`src/rtl/cdb_if.sv`:
```
// Producer-side and broadcast signals of the common data bus arbiter.
// master drives the three producer inputs; slave is the arbiter.
interface cdb_if #(
  parameter int unsigned ROBWD = 4
);
  logic             ex_in_flag;
  logic [ROBWD-1:0] ex_in_rob_id;
  logic [31:0]      ex_in_val;
  logic [31:0]      ex_in_rel_pc;
  logic             ex_full;

  logic             ld_in_flag;
  logic [ROBWD-1:0] ld_in_rob_id;
  logic [31:0]      ld_in_val;
  logic             ld_full;

  logic             st_in_flag;
  logic [ROBWD-1:0] st_in_rob_id;
  logic             st_full;

  logic             cdb_flag;
  logic [1:0]       cdb_src;
  logic [ROBWD-1:0] cdb_rob_id;
  logic [31:0]      cdb_val;
  logic [31:0]      cdb_rel_pc;
  logic             ovf_err;

  modport master (
    output ex_in_flag, ex_in_rob_id, ex_in_val, ex_in_rel_pc,
    output ld_in_flag, ld_in_rob_id, ld_in_val,
    output st_in_flag, st_in_rob_id,
    input  ex_full, ld_full, st_full,
    input  cdb_flag, cdb_src, cdb_rob_id, cdb_val, cdb_rel_pc, ovf_err
  );

  modport slave (
    input  ex_in_flag, ex_in_rob_id, ex_in_val, ex_in_rel_pc,
    input  ld_in_flag, ld_in_rob_id, ld_in_val,
    input  st_in_flag, st_in_rob_id,
    output ex_full, ld_full, st_full,
    output cdb_flag, cdb_src, cdb_rob_id, cdb_val, cdb_rel_pc, ovf_err
  );
endinterface

```
`src/rtl/cdb_arbiter.sv`:
```
// Round-robin arbiter sharing one registered CDB among ex, ld and st producers.
// Each producer has a small FIFO; an empty FIFO lets its same-cycle input bypass.
module cdb_arbiter #(
  parameter int unsigned ROBWD = 4,
  parameter int unsigned DEPTH = 4
) (
  input  logic    clk,
  input  logic    rst,
  input  logic    rdy,
  input  logic    flush,
  cdb_if.slave    bus
);

  localparam int unsigned PW   = $clog2(DEPTH);
  localparam int unsigned CW   = PW + 1;
  localparam int unsigned NSRC = 3;

  typedef enum logic [1:0] {
    SRC_EX = 2'd0,
    SRC_LD = 2'd1,
    SRC_ST = 2'd2
  } src_e;

  typedef struct packed {
    logic [ROBWD-1:0] rob_id;
    logic [31:0]      val;
    logic [31:0]      rel_pc;
  } entry_t;

  entry_t          mem    [NSRC][DEPTH];
  logic [PW-1:0]   rd_ptr [NSRC];
  logic [PW-1:0]   wr_ptr [NSRC];
  logic [CW-1:0]   cnt    [NSRC];

  src_e            rr_q, rr_d;
  logic            flag_q;
  src_e            src_q;
  entry_t          data_q;
  logic            ovf_q;

  entry_t          in_e   [NSRC];
  entry_t          cand   [NSRC];
  src_e            ord    [NSRC];
  logic [NSRC-1:0] in_v, cand_v, grant, pop, push, push_ok, ovf_hit;
  logic            win_any;
  src_e            win_src;

  // Normalise producer inputs into common entries (absent fields are zero)
  always_comb begin
    in_v    = {bus.st_in_flag, bus.ld_in_flag, bus.ex_in_flag};
    in_e[0] = '{rob_id: bus.ex_in_rob_id, val: bus.ex_in_val, rel_pc: bus.ex_in_rel_pc};
    in_e[1] = '{rob_id: bus.ld_in_rob_id, val: bus.ld_in_val, rel_pc: 32'd0};
    in_e[2] = '{rob_id: bus.st_in_rob_id, val: 32'd0,         rel_pc: 32'd0};
  end

  // FIFO head competes when present, otherwise the bypassing input
  always_comb begin
    for (int unsigned s = 0; s < NSRC; s++) begin
      cand_v[s] = (cnt[s] != '0) || in_v[s];
      cand[s]   = (cnt[s] != '0) ? mem[s][rd_ptr[s]] : in_e[s];
    end
  end

  // Round-robin search starting after the last winner, plus push/pop decisions
  always_comb begin
    ord     = '{SRC_EX, SRC_LD, SRC_ST};
    win_any = 1'b0;
    win_src = rr_q;
    rr_d    = rr_q;
    grant   = '0;
    pop     = '0;
    push    = '0;
    push_ok = '0;
    ovf_hit = '0;

    case (rr_q)
      SRC_EX:  ord = '{SRC_LD, SRC_ST, SRC_EX};
      SRC_LD:  ord = '{SRC_ST, SRC_EX, SRC_LD};
      default: ord = '{SRC_EX, SRC_LD, SRC_ST};
    endcase

    for (int unsigned k = 0; k < NSRC; k++) begin
      if (!win_any && cand_v[ord[k]]) begin
        win_any = 1'b1;
        win_src = ord[k];
      end
    end
    if (win_any) rr_d = win_src;

    for (int unsigned s = 0; s < NSRC; s++) begin
      grant[s]   = win_any && (win_src == src_e'(2'(s)));
      pop[s]     = grant[s] && (cnt[s] != '0);
      push[s]    = in_v[s] && !(grant[s] && (cnt[s] == '0));
      // A full FIFO still takes a push when its head leaves on the same edge
      push_ok[s] = push[s] && ((cnt[s] != CW'(DEPTH)) || pop[s]);
      ovf_hit[s] = push[s] && !push_ok[s];
    end
  end

  // Control state: pointers, counts, RR pointer and the registered CDB
  always_ff @(posedge clk) begin
    if (rst) begin
      for (int unsigned s = 0; s < NSRC; s++) begin
        rd_ptr[s] <= '0;
        wr_ptr[s] <= '0;
        cnt[s]    <= '0;
      end
      rr_q   <= SRC_ST;
      flag_q <= 1'b0;
      src_q  <= SRC_EX;
      data_q <= '0;
      ovf_q  <= 1'b0;
    end else if (rdy) begin
      if (flush) begin
        for (int unsigned s = 0; s < NSRC; s++) begin
          rd_ptr[s] <= '0;
          wr_ptr[s] <= '0;
          cnt[s]    <= '0;
        end
        flag_q <= 1'b0;
      end else begin
        for (int unsigned s = 0; s < NSRC; s++) begin
          if (pop[s])     rd_ptr[s] <= rd_ptr[s] + PW'(1);
          if (push_ok[s]) wr_ptr[s] <= wr_ptr[s] + PW'(1);
          cnt[s] <= cnt[s] + CW'(push_ok[s]) - CW'(pop[s]);
        end
        if (|ovf_hit) ovf_q <= 1'b1;
        rr_q   <= rr_d;
        flag_q <= win_any;
        if (win_any) begin
          src_q  <= win_src;
          data_q <= cand[win_src];
        end
      end
    end
  end

  // FIFO storage; no reset needed since counts gate every read
  always_ff @(posedge clk) begin
    if (!rst && rdy && !flush) begin
      for (int unsigned s = 0; s < NSRC; s++) begin
        if (push_ok[s]) mem[s][wr_ptr[s]] <= in_e[s];
      end
    end
  end

  assign bus.cdb_flag   = flag_q;
  assign bus.cdb_src    = src_q;
  assign bus.cdb_rob_id = data_q.rob_id;
  assign bus.cdb_val    = data_q.val;
  assign bus.cdb_rel_pc = data_q.rel_pc;
  assign bus.ovf_err    = ovf_q;
  assign bus.ex_full    = (cnt[0] == CW'(DEPTH));
  assign bus.ld_full    = (cnt[1] == CW'(DEPTH));
  assign bus.st_full    = (cnt[2] == CW'(DEPTH));

endmodule
```
`src/flat_wrapper.sv`:
```
// flat-port wrapper written by rule: the top's interface ports become plain ports
module cdb_arbiter_flat 
#(
  parameter int unsigned ROBWD = 4,
  parameter int unsigned DEPTH = 4
)
  (clk, rst, rdy, flush, bus_ex_in_flag, bus_ex_in_rob_id, bus_ex_in_val, bus_ex_in_rel_pc, bus_ld_in_flag, bus_ld_in_rob_id, bus_ld_in_val, bus_st_in_flag, bus_st_in_rob_id, bus_ex_full, bus_ld_full, bus_st_full, bus_cdb_flag, bus_cdb_src, bus_cdb_rob_id, bus_cdb_val, bus_cdb_rel_pc, bus_ovf_err);
  cdb_if #(.ROBWD(ROBWD)) bus_i ();
  input  logic clk;
  input  logic rst;
  input  logic rdy;
  input  logic flush;
  input wire logic [$bits(bus_i.ex_in_flag)-1:0] bus_ex_in_flag;
  input wire logic [$bits(bus_i.ex_in_rob_id)-1:0] bus_ex_in_rob_id;
  input wire logic [$bits(bus_i.ex_in_val)-1:0] bus_ex_in_val;
  input wire logic [$bits(bus_i.ex_in_rel_pc)-1:0] bus_ex_in_rel_pc;
  input wire logic [$bits(bus_i.ld_in_flag)-1:0] bus_ld_in_flag;
  input wire logic [$bits(bus_i.ld_in_rob_id)-1:0] bus_ld_in_rob_id;
  input wire logic [$bits(bus_i.ld_in_val)-1:0] bus_ld_in_val;
  input wire logic [$bits(bus_i.st_in_flag)-1:0] bus_st_in_flag;
  input wire logic [$bits(bus_i.st_in_rob_id)-1:0] bus_st_in_rob_id;
  output wire logic [$bits(bus_i.ex_full)-1:0] bus_ex_full;
  output wire logic [$bits(bus_i.ld_full)-1:0] bus_ld_full;
  output wire logic [$bits(bus_i.st_full)-1:0] bus_st_full;
  output wire logic [$bits(bus_i.cdb_flag)-1:0] bus_cdb_flag;
  output wire logic [$bits(bus_i.cdb_src)-1:0] bus_cdb_src;
  output wire logic [$bits(bus_i.cdb_rob_id)-1:0] bus_cdb_rob_id;
  output wire logic [$bits(bus_i.cdb_val)-1:0] bus_cdb_val;
  output wire logic [$bits(bus_i.cdb_rel_pc)-1:0] bus_cdb_rel_pc;
  output wire logic [$bits(bus_i.ovf_err)-1:0] bus_ovf_err;
  assign bus_i.ex_in_flag = bus_ex_in_flag;
  assign bus_i.ex_in_rob_id = bus_ex_in_rob_id;
  assign bus_i.ex_in_val = bus_ex_in_val;
  assign bus_i.ex_in_rel_pc = bus_ex_in_rel_pc;
  assign bus_i.ld_in_flag = bus_ld_in_flag;
  assign bus_i.ld_in_rob_id = bus_ld_in_rob_id;
  assign bus_i.ld_in_val = bus_ld_in_val;
  assign bus_i.st_in_flag = bus_st_in_flag;
  assign bus_i.st_in_rob_id = bus_st_in_rob_id;
  assign bus_ex_full = bus_i.ex_full;
  assign bus_ld_full = bus_i.ld_full;
  assign bus_st_full = bus_i.st_full;
  assign bus_cdb_flag = bus_i.cdb_flag;
  assign bus_cdb_src = bus_i.cdb_src;
  assign bus_cdb_rob_id = bus_i.cdb_rob_id;
  assign bus_cdb_val = bus_i.cdb_val;
  assign bus_cdb_rel_pc = bus_i.cdb_rel_pc;
  assign bus_ovf_err = bus_i.ovf_err;
  cdb_arbiter #(.ROBWD(ROBWD), .DEPTH(DEPTH)) u_core (.clk(clk), .rst(rst), .rdy(rdy), .flush(flush), .bus(bus_i));
endmodule
```
`config.mk`:
```
export PLATFORM = sky130hd
export DESIGN_NAME = cdb_arbiter_flat
export DESIGN_NICKNAME = d
export VERILOG_FILES = /design/src/rtl/cdb_if.sv /design/src/rtl/cdb_arbiter.sv /design/src/flat_wrapper.sv
export SDC_FILE = /design/constraint.sdc
export NUM_CORES = 1
export LEC_CHECK = 0
export CAP_MARGIN = 20
export CELL_PAD_IN_SITES_DETAIL_PLACEMENT = 2
export CELL_PAD_IN_SITES_GLOBAL_PLACEMENT = 2
export CORE_ASPECT_RATIO = 0.8
export CORE_UTILIZATION = 47
export DETAILED_ROUTE_END_ITERATION = 12
export GPL_TIMING_DRIVEN = 0
export PLACE_DENSITY = 0.83
export SYNTH_ARGS = -nofsm -noshare
export SYNTH_HDL_FRONTEND = slang
export SYNTH_SLANG_ARGS = --single-unit
```
`constraint.sdc`:
```
create_clock -name clk -period 10.3 [get_ports clk]
set_clock_uncertainty 0.05 [all_clocks]
set_input_delay 1.03 -clock clk [delete_from_list [all_inputs] [get_ports clk]]
set_output_delay 1.03 -clock clk [all_outputs]
set_load 0.005 [all_outputs]
```
==> Word-level counts from Yosys, hierarchy flattened <==
Memory sizes are Yosys's and may differ from the RTL's.
Cells that the tools add are included.
{ "totals": {"ff_bits": 74, "ram_bits": 837, "inputBits": 115, "out_inout_bits": 75, "mem_count": 4} }
{ "classes": {"add_sub_neg": 12, "order_cmp": 13, "n_eq_ne": 9, "mux": 99, "bitwise": 26, "n_reduce_logical": 52} }
{ "mem_list": {"columns": ["name", "depth", "width", "read_ports", "rd_clocked_by_memory_dff", "wr", "line", "text"], "rows": [
  ["u_core.mem", 3, 272, 3, 0, 3, "cdb_arbiter.sv:30", "entry_t mem [NSRC][DEPTH];"],
  ["u_core.cnt", 3, 3, 3, 0, 3, "cdb_arbiter.sv:33", "logic [CW-1:0] cnt [NSRC];"],
  ["u_core.rd_ptr", 3, 2, 3, 0, 3, "cdb_arbiter.sv:31", "logic [PW-1:0] rd_ptr [NSRC];"],
  ["u_core.wr_ptr", 3, 2, 3, 0, 3, "cdb_arbiter.sv:32", "logic [PW-1:0] wr_ptr [NSRC];"]
]} }
{ "ops": {"columns": ["op", "n"], "rows": [
  ["$mux 68", 14],
  ["$mux 272", 3],
  ["$bmux 68 s2", 4],
  ["$demux 68 s2", 3],
  ["$mux 1", 50],
  ["$mux 2", 15],
  ["$logic_and 1x1->1", 25],
  ["$ge 3x3->1 const B", 7],
  ["$not 2->3", 7],
  ["$mux 3", 6],
  ["$or 1x1->1", 18],
  ["$add 2x1->2 const B", 6],
  ["$pmux 6 s2", 1],
  ["$logic_not 1->1", 10],
  ["$add 3x1->3", 3],
  ["$eq 3x3->1 const B", 3],
  ["$logic_not 3->1", 3],
  ["$lt 2x3->1 const B", 3],
  ["$lt 3x1->1 const B", 3],
  ["$ne 3x3->1 const B", 3],
  ["$reduce_bool 3->1", 3],
  ["$sub 3x1->3", 3],
  ["$bmux 1 s2", 3],
  ["$logic_or 1x1->1", 6],
  ["6 further kinds", 9]
]} }

==> Depth between registers and ports, before layout <==
An unclocked memory read counts as a cell.
{ "logic_depth": {"ltp_word": 24, "depth_mapped": 11} }

==> Least setup slack after synthesis <==
No wires, ideal clock.
{ "synth_timing": {"path_type": "input -> register", "startpoint": "input flush", "endpoint": "memory u_core.mem[0][0] (netlist bit) (enable)", "arrival_ps": 4761, "required_time_ps": 9756, "slack_ps": 4995, "path_stages": 5, "path_buffers": 1, "cell_sequence": "nand2b_1 nor2_1 o2111ai_1 buf_2 nor2_1"} }
{ "synth_lines": {"columns": ["element", "line", "text"], "rows": [
  ["from (decl)", "flat_wrapper.sv:12", "input logic flush;"],
  ["to (decl)", "cdb_arbiter.sv:30", null]
]} }

==> results.env <==
HOLDWS_PS=403.4
PATH_MAX_FANOUT=27
CLOCK_LATENCY_PS=610
CLKSLEWWORSTSETUPHOLDPATHS_PS=70
SETUP_TNS_FINAL_PS=0
LAYOUT_NET_COUNT=1585
REMAINING_DRC_ERRORS=0
ROUTE.VIAS.TOTAL=13010
POWER.SHARE.SWITCHING_PCT=25.50
YS_DOMINANT_REG_CELL='edfxtp_1'
NUMBER_OF_GLOBAL_ROUTE_VIAS_BEFORE_REPAIR=14320
TRITONCTS.NUM_BUFFERS=52
MAXSLEWVIOLCOUNT=0
CTS_TREE='built'
SYNTH_EDF_COUNT=453
SYNTHESIZED_INSTANCE_COUNT=1192
GRT_PASS1_WL_UM=103700
MAX_STAGE_DELAY_PS=800
POWER_LEAKAGE_uW=0.008429
IO_BUFFER_COUNT=188
YS_WARN_COUNT=0
NET-SWITCHING-POWER_uW=1246
SYNTH_SEQUENTIAL_AREA_RATIO_PCT=70.13
FMAXACHIEVABLE_MHz=222.3
SYN_NETS=1328
MIN_PATH_TYPE='reg2reg'
ARRIVAL_PS=4740
CTS_BUFFER_DEPTH=3
OVERFLOW=0
DIE_HEIGHT_UM=193.2
SYNTH_TOP_AREA_SHARE_PCT=63.33
INTPOWER_uW=3642
TOTAL_COUNT_OF_HOLD_CHECK_FAILURES_IN_THE_FINAL_REPORT=0
KIND_OF_CAPTURE_POINT_OF_THE_WORST_SETUP_PATH='register'
POWER_DENSITY_mW_PER_MM2=187.2
QUANTITY_OF_HOLD_FIXING_BUFFERS_ADDED_AFTER_CTS=0
ANTENNA_FOUND_INITIAL=10
CRITICAL_PATH_REQUIRED_PS=10540
GR-USAGE-ALL-LAYERS_PCT=31.31
POSTROUTEWIRELENGTH_UM=71890
CPMOSTUSEDCELL='buf_12'
TIMING.CRITICAL_PATH.CELLS='clkdlybuf4s50_1 -> nand2b_1 -> nor2_1 -> o2111ai_1 -> buf_2 -> nor2_4 -> buf_12 -> buf_12'
SHARE_SEQ_OF_TOTAL_POWER_PCT=48.8
DRT_ITER0_DRC=1037
PERIOD_MINUS_SLACK_PS=4499
SLEW_HEADROOM_PCT=26.93
HPWL_UM=44750
OUTCOME='finished, final reports clean'
START_UTIL_PCT=48.03
ROUTABILITY_CONGESTION_ESTIMATE_FROM_GLOBAL_PLACEMENT=0.7752
CTS_MAX_LEVEL=2
RSZ0062_AT_GRT='no'
WORST_SETUP_SP_TYPE='input pin'
SETUP_VIOLATIONS=0
SYNTH_CELL_TYPES=53
PLACEABLECOREAREA_MM2=0.04472
CRIT_SLOWEST_CELL='clkdlybuf4s50_1'
ANTENNA_VIOLATING_NETS_POST_ROUTE=0
SYNTH_LARGEST_AREA_CELL='edfxtp_1'
DIE-AREA_MM2=0.04657
YOSYS.CELL_COUNT.TOP_TYPE='edfxtp_1'
CRITPATHKIND='in2reg'
POST-ROUTE-PERIOD-UTIL_PCT=43.68
YOSYS_REGISTER_BITS=526
DRT-PASS1-ITER-COUNT=6
SYNTH_AREA_PER_CELL_UM2=18.02
DIE_WIDTH_UM=241.0
DESIGN_POWER_TOTAL_uW=4888
POSTLAYOUTCOREUTIL_PCT=58.38
SYNTH_ASYNC_SR_FLOP_SHARE_PCT=0
WORST-R2R-SETUP-SLACK_PS=6040
SYNTH_COMMONEST_CELLS='edfxtp_1, mux2_2, mux4_2'
SYNTH.AREA.TOP_CELLS='edfxtp_1, mux4_2, dfxtp_1'
NUM_IO_PINS=190
WORST_IR_DROP_VDD_uV=136.2
SYNTH.CELL_AREA_MM2=0.02148
PLACEDINSTANCEAREA_MM2=0.02446
CTS_ROOT_BUFFER='clkbuf_16'
COMB_POWER_SHARE_PCT=12.6
CAP_VIOL_MAX_COUNT=0
GRT_MAX_DEGREE=28
PLACEMENT_ROWS=69
AREA_GROWTH_FROM_SYNTHESIS_TO_FINAL_LAYOUT_PCT=21.53
POST_CTS.REPAIR.SETUP_BUFFERS=0
NUMCLOCKSINKS=526
WORST_SLEW_PIN_SLEW_PS=1096
ROUTED_WIRE_LENGTH_PER_INSTANCE_UM=34.19
P_CLK_SHARE_PCT=38.6
POST_ROUTE_CELLS_DRIVE_ABOVE_1_SHARE_PCT=25.49
CTS_RESIZED=0
VIAS_PER_CELL=6.188
LAYOUT.CELL_AREA.NON_FILLER_MM2=0.02611
[through the flow]
stage / setup slack [ps] / std cells
finish: 5801 / 2103
global route: 5756 / 2102
CTS: 5910 / 2093
detailed placement: 5330 / 1997
global placement: 1073 / 1983
floorplan: 4995 / 1192
[placed cells by master, fill, tap and decap left out, types with 3 or more instances in the layout]
cell             instances
edfxtp_1               453
clkdlybuf4s50_1        188
mux4_2                 108
mux2_2                 108
dfxtp_1                 73
clkbuf_1                59
clkbuf_16               52
nor2_1                  50
a21oi_1                 41
nand2_1                 39
nand3_1                 36
inv_1                   29
a221oi_1                27
nor3_1                  25
buf_2                   19
ha_1                    18
clkbuf_8                11
a221oi_2                10
nor3_2                  10
clkinv_2                10
buf_12                  10
diode_2                  9
and3_1                   9
xnor2_1                  9
and2_1                   8
buf_4                    8
a31oi_1                  6
o21ai_0                  5
nand2b_1                 5
buf_6                    5
nor2_4                   4
and3_2                   4
buf_16                   4
o21ai_1                  3
fa_1                     3
clkinv_1                 3
[critical path: cells and delay by family]
family | cells | cell delay, ps
and+or+nand+nor | 3 | 1660
buffers and inverters | 4 | 1640
AOI/OAI and AO/OA | 1 | 340
[cells by family after synthesis]
group	after synthesis	synth area share, %
fa+ha+maj	21	1.328
compound gates	111	3.996
buf+inv	105	2.277
mux	217	17.03
flops	526	70.13
xor+xnor	9	0.3670
simple gates	203	4.870
[routing by layer]
metal | routed length, µm | GRT usage [%] | up-vias
li1 | - | - | 5295
met1 | 28410 | 41.04 | 6952
met2 | 36510 | 51.36 | 611
met3 | 4582 | 6.050 | 149
met4 | 2355 | 12.66 | 6
met5 | 37 | 0 | -
[power by group through the flow]
stage	logic, µW	clock network [µW]	registers (µW)
2_1_floorplan	327	0	2420
3_3_place_gp	544	0	2420
5_1_grt	647	1970	2380
6_report	616	1890	2380
3_5_place_dp	588	0	2430
4_1_cts	613	1900	2380
[final cells by class]
cell class	instances	area [µm²]
Antenna cell	9	22.52
Fill cell	3753	18610
Sequential cell	526	15060
Inverter	29	108.9
Timing Repair Buffer	203	2203
Clock buffer	80	1516
Multi-Input combinational cell	561	5962
Buffer	76	380.4
Tap cell	603	754.5
Clock inverter	16	93.84
[worst paths after layout]
path              depth (start not counted)                                   start                                endpoint
setup reg to reg                          8          u_core.cnt[0][2]$_SDFFCE_PN0P_            u_core.mem[0][194]$_DFFE_PP_
hold / removal                            2  u_core.bus.cdb_rel_pc[30]$_SDFFE_PP0P_  u_core.bus.cdb_rel_pc[30]$_SDFFE_PP0P_
setup / recovery                          8                                     rdy            u_core.mem[0][194]$_DFFE_PP_
hold reg to reg                           2  u_core.bus.cdb_rel_pc[30]$_SDFFE_PP0P_  u_core.bus.cdb_rel_pc[30]$_SDFFE_PP0P_
[flip-flops by register name, summed over array words and instances (netlist names), 2 cells and up]
register and count:
u_core.mem 432, u_core.wr_ptr 6, u_core.rd_ptr 6, u_core.bus.cdb_src 2, u_core.bus.cdb_rob_id 4, u_core.cnt 9, u_core.bus.cdb_rel_pc 32, u_core.bus.cdb_val 32
(Power assumes the default switching activity.)
